--- src/rtl/fp_mul_seq_pkg.sv ---
// Shared single-precision constants, FSM encoding and operand classification
// for the sequential multiplier and the IEEE-754 encoder that follows it.
package fp_mul_seq_pkg;

    localparam int          SP_EXP_BIAS = 127;
    localparam int          HP_EXP_BIAS = 15;
    localparam logic [22:0] QNAN_MANT   = 23'h40_0000;
    localparam logic [7:0]  EXP_MAX     = 8'hFF;

    typedef enum logic [2:0] {
        IDLE,
        UNPACK,
        MULT,
        NORM,
        ROUND,
        DONE
    } state_t;

    typedef enum logic [1:0] {
        SPC_NONE,
        SPC_NAN,
        SPC_INF,
        SPC_ZERO
    } spc_t;

    // Special-case class of an operand pair, highest precedence first.
    // exp=0 counts as zero, so subnormals are flushed here.
    function automatic spc_t classify(input logic [31:0] a, input logic [31:0] b);
        logic nan_a, nan_b, inf_a, inf_b, zero_a, zero_b;
        nan_a  = (a[30:23] == EXP_MAX) && (a[22:0] != 23'd0);
        nan_b  = (b[30:23] == EXP_MAX) && (b[22:0] != 23'd0);
        inf_a  = (a[30:23] == EXP_MAX) && (a[22:0] == 23'd0);
        inf_b  = (b[30:23] == EXP_MAX) && (b[22:0] == 23'd0);
        zero_a = (a[30:23] == 8'd0);
        zero_b = (b[30:23] == 8'd0);
        if (nan_a || nan_b || (inf_a && zero_b) || (inf_b && zero_a))
            return SPC_NAN;
        else if (inf_a || inf_b)
            return SPC_INF;
        else if (zero_a || zero_b)
            return SPC_ZERO;
        else
            return SPC_NONE;
    endfunction

endpackage

--- src/rtl/fp_round_rne.sv ---
// Round-to-nearest-even on a normalised significand {integer part, 23-bit fraction}.
module fp_round_rne (
    input  logic [24:0] sig,
    input  logic        guard,
    input  logic        sticky,
    output logic [22:0] frac,
    output logic        carry
);

    logic        round_up;
    logic [24:0] sum;

    assign round_up = guard & (sticky | sig[0]);
    assign sum      = sig + {24'd0, round_up};
    assign frac     = sum[22:0];
    // The integer part only leaves 2'b01 when rounding carries out of the fraction.
    assign carry    = (sum[24:23] != 2'b01);

endmodule

--- src/rtl/fp_mul_seq.sv ---
// Sequential single-precision multiplier: shift-add significand product, one
// multiplier bit per cycle, then normalise, round-to-nearest-even and pack.
module fp_mul_seq
    import fp_mul_seq_pkg::*;
#(
    parameter int MUL_CYCLES = 24
) (
    input  logic        clk,
    input  logic        rst_n,
    input  logic        start,
    input  logic [31:0] op_a,
    input  logic [31:0] op_b,
    output logic        busy,
    output logic        done,
    output logic        sign,
    output logic [7:0]  exp,
    output logic [22:0] mant,
    output logic        flag_ovf,
    output logic        flag_unf,
    output logic        flag_inv
);

    localparam int CNT_W = $clog2(MUL_CYCLES + 1);

    state_t             state_q, state_d;
    logic               unpack_ph;
    logic [31:0]        a_q, b_q;
    spc_t               spc_q;
    logic               sign_q;
    logic signed [9:0]  exp_q;
    logic [23:0]        mcand_q, mplier_q;
    logic [47:0]        prod_q;
    logic [CNT_W-1:0]   cnt_q;

    logic [24:0]        psum;
    logic [22:0]        rnd_frac;
    logic               rnd_carry;
    logic signed [9:0]  exp_fin;

    // NOTE: every next-state signal gets its default first so no path infers a latch.
    always_comb begin
        state_d = state_q;
        case (state_q)
            IDLE:    if (start) state_d = UNPACK;
            UNPACK:  if (unpack_ph) state_d = (spc_q != SPC_NONE) ? DONE : MULT;
            MULT:    if (cnt_q == CNT_W'(MUL_CYCLES - 1)) state_d = NORM;
            NORM:    state_d = ROUND;
            ROUND:   state_d = DONE;
            DONE:    state_d = IDLE;
            default: state_d = IDLE;
        endcase
    end

    // NOTE: state registers use non-blocking assignments so all flops update together.
    always_ff @(posedge clk or negedge rst_n) begin
        if (!rst_n) state_q <= IDLE;
        else        state_q <= state_d;
    end

    assign busy = (state_q != IDLE);
    assign done = (state_q == DONE);

    // Right-shifting accumulator: add the multiplicand into the upper half when
    // the current multiplier bit is set, then shift the whole product right.
    assign psum = {1'b0, prod_q[47:24]} + {1'b0, (mplier_q[0] ? mcand_q : 24'd0)};

    // After NORM the leading one always sits at bit 46.
    fp_round_rne u_round (
        .sig    (prod_q[47:23]),
        .guard  (prod_q[22]),
        .sticky (|prod_q[21:0]),
        .frac   (rnd_frac),
        .carry  (rnd_carry)
    );

    assign exp_fin = exp_q + $signed({9'd0, rnd_carry});

    always_ff @(posedge clk or negedge rst_n) begin
        if (!rst_n) begin
            unpack_ph <= 1'b0;
            a_q       <= '0;
            b_q       <= '0;
            spc_q     <= SPC_NONE;
            sign_q    <= 1'b0;
            exp_q     <= '0;
            mcand_q   <= '0;
            mplier_q  <= '0;
            prod_q    <= '0;
            cnt_q     <= '0;
            sign      <= 1'b0;
            exp       <= '0;
            mant      <= '0;
            flag_ovf  <= 1'b0;
            flag_unf  <= 1'b0;
            flag_inv  <= 1'b0;
        end else begin
            case (state_q)
                IDLE: if (start) begin
                    a_q       <= op_a;
                    b_q       <= op_b;
                    unpack_ph <= 1'b0;
                    flag_ovf  <= 1'b0;
                    flag_unf  <= 1'b0;
                    flag_inv  <= 1'b0;
                end
                UNPACK: if (!unpack_ph) begin
                    unpack_ph <= 1'b1;
                    spc_q     <= classify(a_q, b_q);
                    sign_q    <= a_q[31] ^ b_q[31];
                    exp_q     <= $signed({2'b00, a_q[30:23]}) + $signed({2'b00, b_q[30:23]})
                                 - 10'(SP_EXP_BIAS);
                    mcand_q   <= {1'b1, a_q[22:0]};
                    mplier_q  <= {1'b1, b_q[22:0]};
                    prod_q    <= '0;
                    cnt_q     <= '0;
                end else begin
                    case (spc_q)
                        SPC_NAN: begin
                            sign     <= 1'b0;
                            exp      <= EXP_MAX;
                            mant     <= QNAN_MANT;
                            flag_inv <= 1'b1;
                        end
                        SPC_INF: begin
                            sign <= sign_q;
                            exp  <= EXP_MAX;
                            mant <= '0;
                        end
                        SPC_ZERO: begin
                            sign <= sign_q;
                            exp  <= '0;
                            mant <= '0;
                        end
                        default: ;
                    endcase
                end
                MULT: begin
                    prod_q   <= {psum, prod_q[23:1]};
                    mplier_q <= {1'b0, mplier_q[23:1]};
                    cnt_q    <= cnt_q + 1'b1;
                end
                NORM: if (prod_q[47]) begin
                    // The bit shifted out is folded into bit 0, which stays inside sticky.
                    prod_q <= {1'b0, prod_q[47:2], prod_q[1] | prod_q[0]};
                    exp_q  <= exp_q + 10'sd1;
                end
                ROUND: begin
                    sign <= sign_q;
                    if (exp_fin >= 10'sd255) begin
                        exp      <= EXP_MAX;
                        mant     <= '0;
                        flag_ovf <= 1'b1;
                    end else if (exp_fin <= 10'sd0) begin
                        exp      <= '0;
                        mant     <= '0;
                        flag_unf <= 1'b1;
                    end else begin
                        exp  <= exp_fin[7:0];
                        mant <= rnd_frac;
                    end
                end
                default: ;
            endcase
        end
    end

endmodule

--- config.mk ---
export PLATFORM = sky130hd
export DESIGN_NAME = fp_mul_seq
export DESIGN_NICKNAME = d
export VERILOG_FILES = /design/src/rtl/fp_mul_seq_pkg.sv /design/src/rtl/fp_round_rne.sv /design/src/rtl/fp_mul_seq.sv
export SDC_FILE = /design/constraint.sdc
export NUM_CORES = 1
export LEC_CHECK = 0
export BUFFER_PORTS_ARGS = -buffer_cell sky130_fd_sc_hd__clkbuf_2
export CORE_UTILIZATION = 47
export DETAILED_ROUTE_END_ITERATION = 7
export GPL_TIMING_DRIVEN = 1
export HOLD_SLACK_MARGIN = 0.03
export PLACE_DENSITY = 0.65
export SLEW_MARGIN = 0
export SYNTH_ARGS = -nofsm -noshare
export SYNTH_HDL_FRONTEND = slang
export SYNTH_SLANG_ARGS = --single-unit
--- constraint.sdc ---
create_clock -name clk -period 4.56 [get_ports clk]
set_clock_uncertainty 0.1 [all_clocks]
set_input_delay 0.456 -clock clk [delete_from_list [all_inputs] [get_ports clk]]
set_output_delay 0.456 -clock clk [all_outputs]
set_load 0.02 [all_outputs]
==> results.toml, run 1 <==
[status]
run_status = "finished with violations"
violations = "design-rule violations"

[routing]
ant_nets = 0
wl_per_cell_um = 15.57
drt_first_pass_iters = 8
num_vias = 9738
drc_errors = 12
drt_wl_total_um = 27850
via_per_inst = 5.443
first_iter_violations = 807

[grt]
antenna_found_initial = 0
grt_pass1_wl_um = 46980
grt_start_max_net_pins = 102
grt_remaining_overflow = 0
grt_usage_pct = 22.24
grt_pass1_vias = 9278

[floorplan]
initial_utilization_pct = 47.88
die-area_um2 = 25410
ios = 104
die_x_um = 159.4
rows = 57
die_h_um = 159.4
core_um2 = 24320

[clocking]
cts_sinks = 217
clockRootBuffer = "clkbuf_16"
numCtsBuffers = 24
h-tree-depth = 1
cts_resized = 0
clkLatencyLatePin_ns = 0.52
clockBufferDepth = 3
cts_tree = "yes"
clkTransAtPathRegs_ns = 0.06

[layout]
fin_nets = 1566
instances_no_fill = 1789
antenna_cells = 0
fin_util_pct = 55.78
area_growth_pct = 16.49
drive_above_1_share_pct = 11.81

[synthesis]
yosysWarnings = 0
synthArstFlopShare_pct = 100.0
synth_edf_count = 0
syn_inst = 1341
yosysSeqAreaShare_pct = 46.63
yosys.area.top_type = "dfrtp_1"
synth.area.top_cells = "dfrtp_1 (47%), nand2_1 (12%), ha_1 (5.3%)"
synth_commonest_cells = "nand2_1 (385), dfrtp_1 (217), o21ai_0 (76), nor2_1 (69), a21oi_1 (57)"
syn_nets = 1459
avgSynthCellArea_um2 = 8.684
synth_ff_type = "dfrtp_1"
synth.distinct_cells = 77
synth.most_common_cell = "nand2_1"
synth_seq_cells = 217
synth_top_area_share_pct = 46.63
synth_area_um2 = 11640

[flow_run]
cap_violations = 0

[timing]
setup_tns_ns = 0
final.min_clock_period_ns = 4.167
hold_ws_ns = 0.04036
slew_headroom_pct = 31.88
max_freq_mhz = 240.0
fin_crit_sh_pct = 91.38
rsz0062_at_grt = "no"
tightest_slew_ns = 1.021
finalHoldViolCount = 0
slew_viol_final = 0
setup_viol = 0

[place]
post-place-cells = 1712
port_buffers = 103
gp_congestion = 0.8826
hpwl_um = 19230

[power_and_ir_drop]
power_w = 0.009300
p_leak_nw = 6.537
p_per_area_nw_per_um2 = 685.5
ir_worst_vdd_mv = 0.3185

[worst_setup_path]
crit_path_start_kind = "flip-flop"
critPathMaxFanout = 23
cp_data_required_time_ns = 4.83
end_kind = "flip-flop"
path_class = "flip-flop to flip-flop"
cp.arrival_ns = 4.44

[worst_hold_path]
holdCritPathClass = "input pin to flip-flop"
## per-stage QoR
stage | worst slack, ns | instance area, um^2
final | 0.3929 | 13570
after global routing | 0.01527 | 13570
after CTS | 0.3671 | 13570
after detailed placement | 0.4013 | 12410
after global placement | 0.5181 | 12410
after floorplan | 0.9548 | 11640
## critical path, cell delays in order (launching register included)
cell	delay, ns
dfrtp_1	0.48
nand4_1	0.32
nor4_2	0.47
nand3_1	0.19
a21oi_1	0.16
or3b_2	0.12
o21a_1	0.14
ha_1	0.24
ha_1	0.28
nand3_2	0.12
nor2_1	0.15
xnor2_1	0.12
o41ai_2	0.47
nand3b_2	0.47
o21ai_0	0.17
## path summary, 6_finish.rpt
kind,depth (start not counted),slack [ns],end,start
setup / recovery,14,0.39,mant[6]$_DFFE_PN0P_,prod_q[29]$_DFFE_PN0P_
hold / removal,3,0.04,a_q[10]$_DFFE_PN0P_,op_a[10]
setup reg to reg,14,0.39,mant[6]$_DFFE_PN0P_,prod_q[29]$_DFFE_PN0P_
hold reg to reg,2,0.36,mcand_q[21]$_DFFE_PN0P_,mcand_q[21]$_DFFE_PN0P_
max in group asynchronous,3,2.88,a_q[9]$_DFFE_PN0P_,rst_n
min in group asynchronous,2,0.49,exp[4]$_DFFE_PN0P_,rst_n
## metal layers
layer	track usage (%)	up-vias	part of all wire, %
met2	34.59	249	44
met1	33.33	4597	50
met3	2.553	34	4.7
met4	4.895	0	1.5
met5	0	-	0
li1	-	4858	-
## layout make-up
cell class / instances / area, um^2
well taps: 324 / 405.4
fillers: 2246 / 10750
repair buffers: 150 / 974.7
flip-flops and latches: 217 / 5430
inverters: 51 / 191.4
clock buffers: 39 / 748.2
multi-input cells: 1004 / 5746
clock inverters: 4 / 70.07
## flip-flops by register name, indices dropped and copies added (netlist names)
register	cells
a_q	32
b_q	32
cnt_q	5
exp	8
exp_q	10
flag_inv	1
flag_ovf	1
flag_unf	1
mant	23
mcand_q	24
mplier_q	24
prod_q	48
sign	1
sign_q	1
spc_q	2
state_q	3
unpack_ph	1
## kinds of logic (layout without fill, tap and decap cells)
kind of cell / after synthesis / after routing / share of synthesized area [%]
AOI/OAI and AO/OA: 276 / 276 / 15.56
xor gates and xnor gates: 50 / 50 / 3.761
adders and majority gates: 51 / 51 / 5.609
buffers and inverters: 120 / 244 / 4.158
DFF: 217 / 217 / 46.63
muxes: 8 / 8 / 0.6984
and+or+nand+nor: 619 / 619 / 23.58
## cell usage in the layout, fill, tap and decap left out, types with 8 or more instances in the layout
cell type	n
nand2_1	384
dfrtp_1	217
clkbuf_2	102
o21ai_0	76
nor2_1	68
a21oi_1	57
inv_1	51
ha_1	49
nand3_1	34
dlygate4sd3_1	34
xor2_1	29
and2_1	25
clkbuf_16	25
a222oi_1	23
xnor2_1	21
nor4_1	20
nor3_1	18
nand4_1	18
a21o_1	14
a31oi_1	13
buf_4	12
o22ai_1	11
o31ai_1	10
o21ai_1	10
o21bai_1	8
clkbuf_8	8
## power breakdown
part           internal (W)  leakage, nW  switching [W]  total (W)
Clock               0.00123        0.403       0.000766    0.00199
Combinational       0.00148         3.37        0.00239    0.00387
Sequential          0.00266         2.76       0.000769    0.00343
## timing repair
item | in CTS | in global routing
hold buffers | 34 | 0
endpoints found under the hold margin | 132 | 0
setup buffers | 0 | 0
No activity file was read; power rests on OpenSTA's default activity.
==> run 2, diff against run 1 <==
--- a/config.mk
+++ b/config.mk
@@ -8,3 +8,3 @@
 export BUFFER_PORTS_ARGS = -buffer_cell sky130_fd_sc_hd__clkbuf_2
-export CORE_UTILIZATION = 47
+export CORE_UTILIZATION = 40
 export DETAILED_ROUTE_END_ITERATION = 7
@@ -12,3 +12,2 @@
 export HOLD_SLACK_MARGIN = 0.03
-export PLACE_DENSITY = 0.65
 export SLEW_MARGIN = 0
==> constraint.sdc (replaced) <==
create_clock -name clk -period 4.56 [get_ports clk]
set_clock_uncertainty 0.1 [all_clocks]
set_input_delay 0.912 -clock clk [delete_from_list [all_inputs] [get_ports clk]]
set_output_delay 0.912 -clock clk [all_outputs]
set_load 0.02 [all_outputs]
==> run 2 against run 1 <==
The flow now finishes without violations. Register-to-register slack better by 0.12 ns. Global-route usage decreased by 3.0 points. Worst hold slack better by 0.27 ns. Critical path type unchanged.
==> results.toml, run 2 (synthesized netlist as in run 1, its figures left out) <==
[status]
run_status = "finished, final reports clean"

[floorplan]
core_um2 = 28700
die_h_um = 172.6
rows = 62
die-area_um2 = 29800
ios = 104
die_x_um = 172.6
initial_utilization_pct = 40.57

[clocking]
h-tree-depth = 1
clockRootBuffer = "clkbuf_16"
clockBufferDepth = 3
cts_sinks = 217
cts_tree = "yes"
numCtsBuffers = 26
clkLatencyLatePin_ns = 0.53
clkTransAtPathRegs_ns = 0.06
post_cts_buffers = 0

[timing]
finalHoldViolCount = 0
final.min_clock_period_ns = 4.050
setup_viol = 0
max_freq_mhz = 246.9
slew_viol_final = 0
rsz0062_at_grt = "no"
fin_crit_sh_pct = 88.82
tightest_slew_ns = 0.9631
slew_headroom_pct = 35.79
setup_tns_ns = 0

[grt]
grt_start_max_net_pins = 81
use_met1_pct = 28.98
met3_usage_pct = 2.529
grt_pass1_vias = 9237
busiest_layer = "met2"
grt_usage_pct = 19.19
use_met2_pct = 29.12
grt_pass1_wl_um = 47700
grt_remaining_overflow = 0
antenna_found_initial = 0

[place]
gp_congestion = 0.8319
hpwl_um = 20070
port_buffers = 103
dpl_cell_area_um2 = 12490

[layout]
final_cell_mix = "nand2_1 (384), dfrtp_1 (217), clkbuf_2 (102)"
antenna_cells = 0
top_register = "prod_q"
final_area_um2 = 13410
fin_nets = 1535
final_common_cell = "nand2_1"
largest_register_ff_count = 48
drive_above_1_share_pct = 12.54
area_growth_pct = 15.16
reg.largest.list = "prod_q x48, a_q x32, b_q x32"

[power_and_ir_drop]
p_leak_nw = 6.447
ir_worst_vdd_mv = 0.3205
p_per_area_nw_per_um2 = 704.9

[worst_setup_path]
crit_path_start_kind = "flip-flop"
critPathMaxFanout = 23
cp_data_required_time_ns = 4.84
end_kind = "flip-flop"
cp.arrival_ns = 4.33
path_class = "flip-flop to flip-flop"

[worst_hold_path]
holdCritPathClass = "input pin to async pin"

[routing]
via_per_inst = 5.261
first_iter_violations = 918
drt_wl_total_um = 28410
drc_errors = 0
ant_nets = 0
drt_first_pass_iters = 8
wl_per_cell_um = 15.62
num_vias = 9570

[flow_run]
cap_violations = 0
[run 2: cell count changes in the layout (fill, tap and decap cells not counted)]
cell           change
buf_4              +1
clkbuf_1           -3
clkbuf_16          +1
clkbuf_8           +5
clkinv_2           -1
clkinv_8           +1
dlygate4sd3_1     -34
nand3b_2           -1
nand3b_4           +1
[run 2: critical path, cell delays in order (launching register included)]
cell and delay [ns]:
dfrtp_1 0.49, nand4_1 0.30, nor4_4 0.38, nand3_1 0.21
a21oi_1 0.20, or3b_2 0.13, o21a_1 0.14, ha_1 0.24
ha_1 0.27, nand3_2 0.13, nor2_1 0.16, xnor2_1 0.13
o41ai_2 0.51, nand3b_4 0.38, o21ai_0 0.15
[run 2: per-stage QoR]
| stage | hold slack, ns | util (%) | worst slack (ns) | total power (W) | instances |
|---|---|---|---|---|---|
| after floorplan | 0.3259 | - | 0.9548 | 0.006243 | 1341 |
| after global placement | 0.3453 | 43.51 | 0.5019 | 0.007244 | 1773 |
| after detailed placement | 0.3474 | 43.51 | 0.3496 | 0.007329 | 1773 |
| after CTS | 0.3255 | 46.69 | 0.3098 | 0.009524 | 1819 |
| after global routing | 0.3467 | 46.72 | 0.1551 | 0.01023 | 1819 |
| final | 0.3055 | 46.72 | 0.5098 | 0.009453 | 1819 |
[run 2: power breakdown]
group	switching [W]	internal (W)	total, W
logic	0.00240	0.00146	0.00386
registers	0.000783	0.00267	0.00345
clock network	0.000793	0.00135	0.00214
total	0.00397	0.00548	0.00945
[run 2: final timing paths]
check / startpoint / to / slack (ns) / depth (start not counted)
hold / removal: rst_n / exp_q[3]$_DFFE_PN0P_ / 0.31 / 1
setup / recovery: prod_q[29]$_DFFE_PN0P_ / mant[13]$_DFFE_PN0P_ / 0.51 / 14
min in group clk: mcand_q[23]$_DFFE_PN0P_ / mcand_q[23]$_DFFE_PN0P_ / 0.36 / 1
setup reg to reg: prod_q[29]$_DFFE_PN0P_ / mant[13]$_DFFE_PN0P_ / 0.51 / 14
hold reg to reg: mcand_q[23]$_DFFE_PN0P_ / mcand_q[23]$_DFFE_PN0P_ / 0.36 / 1
max in group asynchronous: rst_n / cnt_q[1]$_DFFE_PN0P_ / 3.15 / 2
[run 2: layer usage]
layer / routed length, um / part of all wire [%]
met5: 0 / 0
met4: 502 / 1.8
met3: 1161 / 4.1
met2: 12190 / 43
met1: 14560 / 51
[run 2: what timing repair did]
| item | in CTS | in global routing |
|---|---|---|
| hold buffers | 0 | 0 |
| setup endpoints to repair | 0 | 2 |
| gates resized for setup | 0 | 1 |
[run 2: area by class of cell]
cell class / instances / area, um^2
Sequential cell: 217 / 5430
Clock inverter: 4 / 81.33
Clock buffer: 42 / 830.8
Multi-Input combinational cell: 1004 / 5754
Timing Repair Buffer: 117 / 641.9
Inverter: 51 / 191.4
Fill cell: 2839 / 15290
Tap cell: 384 / 480.5
==> run 3, diff against run 2 <==
Settings changed: CTS_CLUSTER_DIAMETER set to 30, SLEW_MARGIN 0 to unset, SYNTH_HIERARCHICAL set to 1.
==> run 3 against run 2 <==
Sequential power increased by 5%. Flip-flop and latch count unchanged. First-iteration DRC count decreased by 17%. Core utilization increased by 4.1 points. Routed wire length decreased by 3.1%. Clock power increased by 74%. Largest power group unchanged. Clock-buffer cell count increased by 22. Synthesized cell count decreased by 13%.
==> results.toml, run 3 <==
[status]
run_status = "finished, final reports clean"

[worst_setup_path]
path_class = "flip-flop to flip-flop"
crit_chain = "or4_1, or4_1, o21a_1, ha_1, ha_2, nand3b_1, o32ai_2, nor3b_1, buf_4, ha_1, ha_2, buf_4, a211o_1, nand2_1, nand3_1, a21oi_2, nor3_2, buf_12, a22o_1"
path_buf_inv = 3
critPathMaxFanout = 22
cp_slowest_cell = "or4_1"
cp_data_required_time_ns = 4.88
end_kind = "flip-flop"
crit_family = "simple AND/OR/NAND/NOR gates"
cp.arrival_ns = 4.73
crit_path_start_kind = "flip-flop"
cp_slowest_stage_delay_ns = 0.51

[synthesis]
syn_nets = 1291
avgSynthCellArea_um2 = 9.849
synthArstFlopShare_pct = 100.0
synth_area_um2 = 11530
synth.distinct_cells = 73
yosysWarnings = 6
synth_seq_cells = 217
synth.most_common_cell = "dfrtp_1"
synth.area.top_cells = "dfrtp_1 (47%), nand2_1 (5.8%), ha_1 (5.5%)"
synth_ff_type = "dfrtp_1"
yosysSeqAreaShare_pct = 47.08
synth_commonest_cells = "dfrtp_1 (217), nand2_1 (177), nor2_1 (70), a21oi_1 (58), nand3_1 (52)"
synth_top_area_share_pct = 47.08
syn_inst = 1171
synth_edf_count = 0
yosys.area.top_type = "dfrtp_1"

[power_and_ir_drop]
p_leak_nw = 6.748
power_w = 0.01175
combPwrFrac_pct = 37.5
ir_worst_vdd_mv = 0.4685
p_per_area_nw_per_um2 = 823.6
switching_share_pct = 38.19
power.internal_w = 0.007260
power_frac_seq_pct = 30.8
p_clk_share_pct = 31.7
p_sw_w = 0.004487

[routing]
first_iter_violations = 761
wl_per_cell_um = 16.23
num_vias = 9107
drt_wl_total_um = 27540
drc_errors = 0
drt_first_pass_iters = 6
via_per_inst = 5.367
ant_nets = 0

[floorplan]
die-area_um2 = 29520
ios = 104
die_x_um = 171.8
core_um2 = 28090
initial_utilization_pct = 41.06
rows = 61
die_h_um = 171.8

[layout]
final_cell_mix = "dfrtp_1 (217), nand2_1 (176), clkbuf_2 (102)"
fin_util_pct = 50.78
fillers = 2642
final_common_cell = "dfrtp_1"
area_growth_pct = 23.66
fin_nets = 1402
antenna_cells = 0
top_register = "prod_q"
drive_above_1_share_pct = 21.30
largest_register_ff_count = 48
reg.largest.list = "prod_q x48, a_q x32, b_q x32"

[grt]
grt_usage_pct = 19.40
grt_remaining_overflow = 0
grt_start_max_net_pins = 93
grt_pass1_wl_um = 46020
grt_pass1_vias = 8865
antenna_found_initial = 0

[timing]
tightest_slew_ns = 1.041
slew_viol_final = 0
layout_setup_ws_ns = 0.1513
slew_headroom_pct = 30.60
max_freq_mhz = 226.8
rsz0062_at_grt = "no"
final.min_clock_period_ns = 4.409
setup_tns_ns = 0
setup_viol = 0
hold_ws_ns = 0.2413
fin_crit_sh_pct = 96.68
finalHoldViolCount = 0

[clocking]
numCtsBuffers = 51
h-tree-depth = 2
postCtsHoldBufs = 0
cts_sinks = 217
clockBufferDepth = 3
clkTransAtPathRegs_ns = 0.05
cts_tree = "yes"
clockRootBuffer = "clkbuf_16"
clkLatencyLatePin_ns = 0.55

[place]
pre_cts_ws_ns = 0.08190
port_buffers = 103
hpwl_um = 19240
gp_congestion = 0.8423

[worst_hold_path]
holdCritPathClass = "input pin to async pin"

[flow_run]
cap_violations = 0
==> run 3: logic make-up after synthesis <==
family / share of synthesized area (%)
xor gates and xnor gates: 4.253
AOI/OAI and AO/OA: 14.86
adders and majority gates: 5.880
DFF: 47.08
muxes: 6.129
and+or+nand+nor: 18.07
buffers and inverters: 3.721
==> run 3: layout make-up <==
type                    count  area (um^2)  share of cell area [%]
multi-input cells         846         5720                   40.11
well taps                 378        473.0                   3.316
inverters                  44        165.2                   1.158
clock buffers              64         1385                   9.711
clock inverters            26        395.4                   2.772
repair buffers            122        693.2                   4.860
flip-flops and latches    217         5430                   38.07
==> run 3: worst paths after layout <==
| kind | startpoint | to | slack (ns) | depth (start not counted) |
|---|---|---|---|---|
| worst min-delay path | rst_n | exp[7]$_DFFE_PN0P_ | 0.24 | 1 |
| min in group clk | mcand_q[21]$_DFFE_PN0P_ | mcand_q[21]$_DFFE_PN0P_ | 0.36 | 2 |
| worst max-delay path | prod_q[7]$_DFFE_PN0P_ | mant[20]$_DFFE_PN0P_ | 0.15 | 19 |
| worst max register to register | prod_q[7]$_DFFE_PN0P_ | mant[20]$_DFFE_PN0P_ | 0.15 | 19 |
| worst min register to register | mcand_q[21]$_DFFE_PN0P_ | mcand_q[21]$_DFFE_PN0P_ | 0.36 | 2 |
| max in group asynchronous | rst_n | mplier_q[21]$_DFFE_PN0P_ | 3.09 | 2 |
==> run 3: power groups by stage <==
stage	Clock, W	Sequential [W]	Combinational, W
5_1_grt	0.00390	0.00375	0.00496
2_1_floorplan	0	0.00342	0.00338
3_5_place_dp	0	0.00363	0.00438
6_report	0.00372	0.00362	0.00440
3_3_place_gp	0	0.00361	0.00432
4_1_cts	0.00379	0.00361	0.00441
==> run 3: timing repair <==
item                       CTS  global route
setup buffers                0             0
setup endpoints to repair    0            29
hold endpoints to repair     0             0
gates resized for setup      0             7
==> run 3: stage by stage <==
step | std cells | instance area, um^2
floorplan | 1171 | 11530
global placement | 1607 | 12450
detailed placement | 1607 | 12450
CTS | 1697 | 14230
global route | 1697 | 14260
finish | 1697 | 14260
==> run 3: metal layers <==
| metal | global-route usage [%] | vias to the layer above | wire [um] |
|---|---|---|---|
| li1 | - | 4461 | - |
| met4 | 5.579 | 0 | 454 |
| met3 | 3.774 | 41 | 1432 |
| met1 | 28.18 | 4363 | 13670 |
| met2 | 29.15 | 242 | 11980 |
| met5 | 0 | - | 0 |
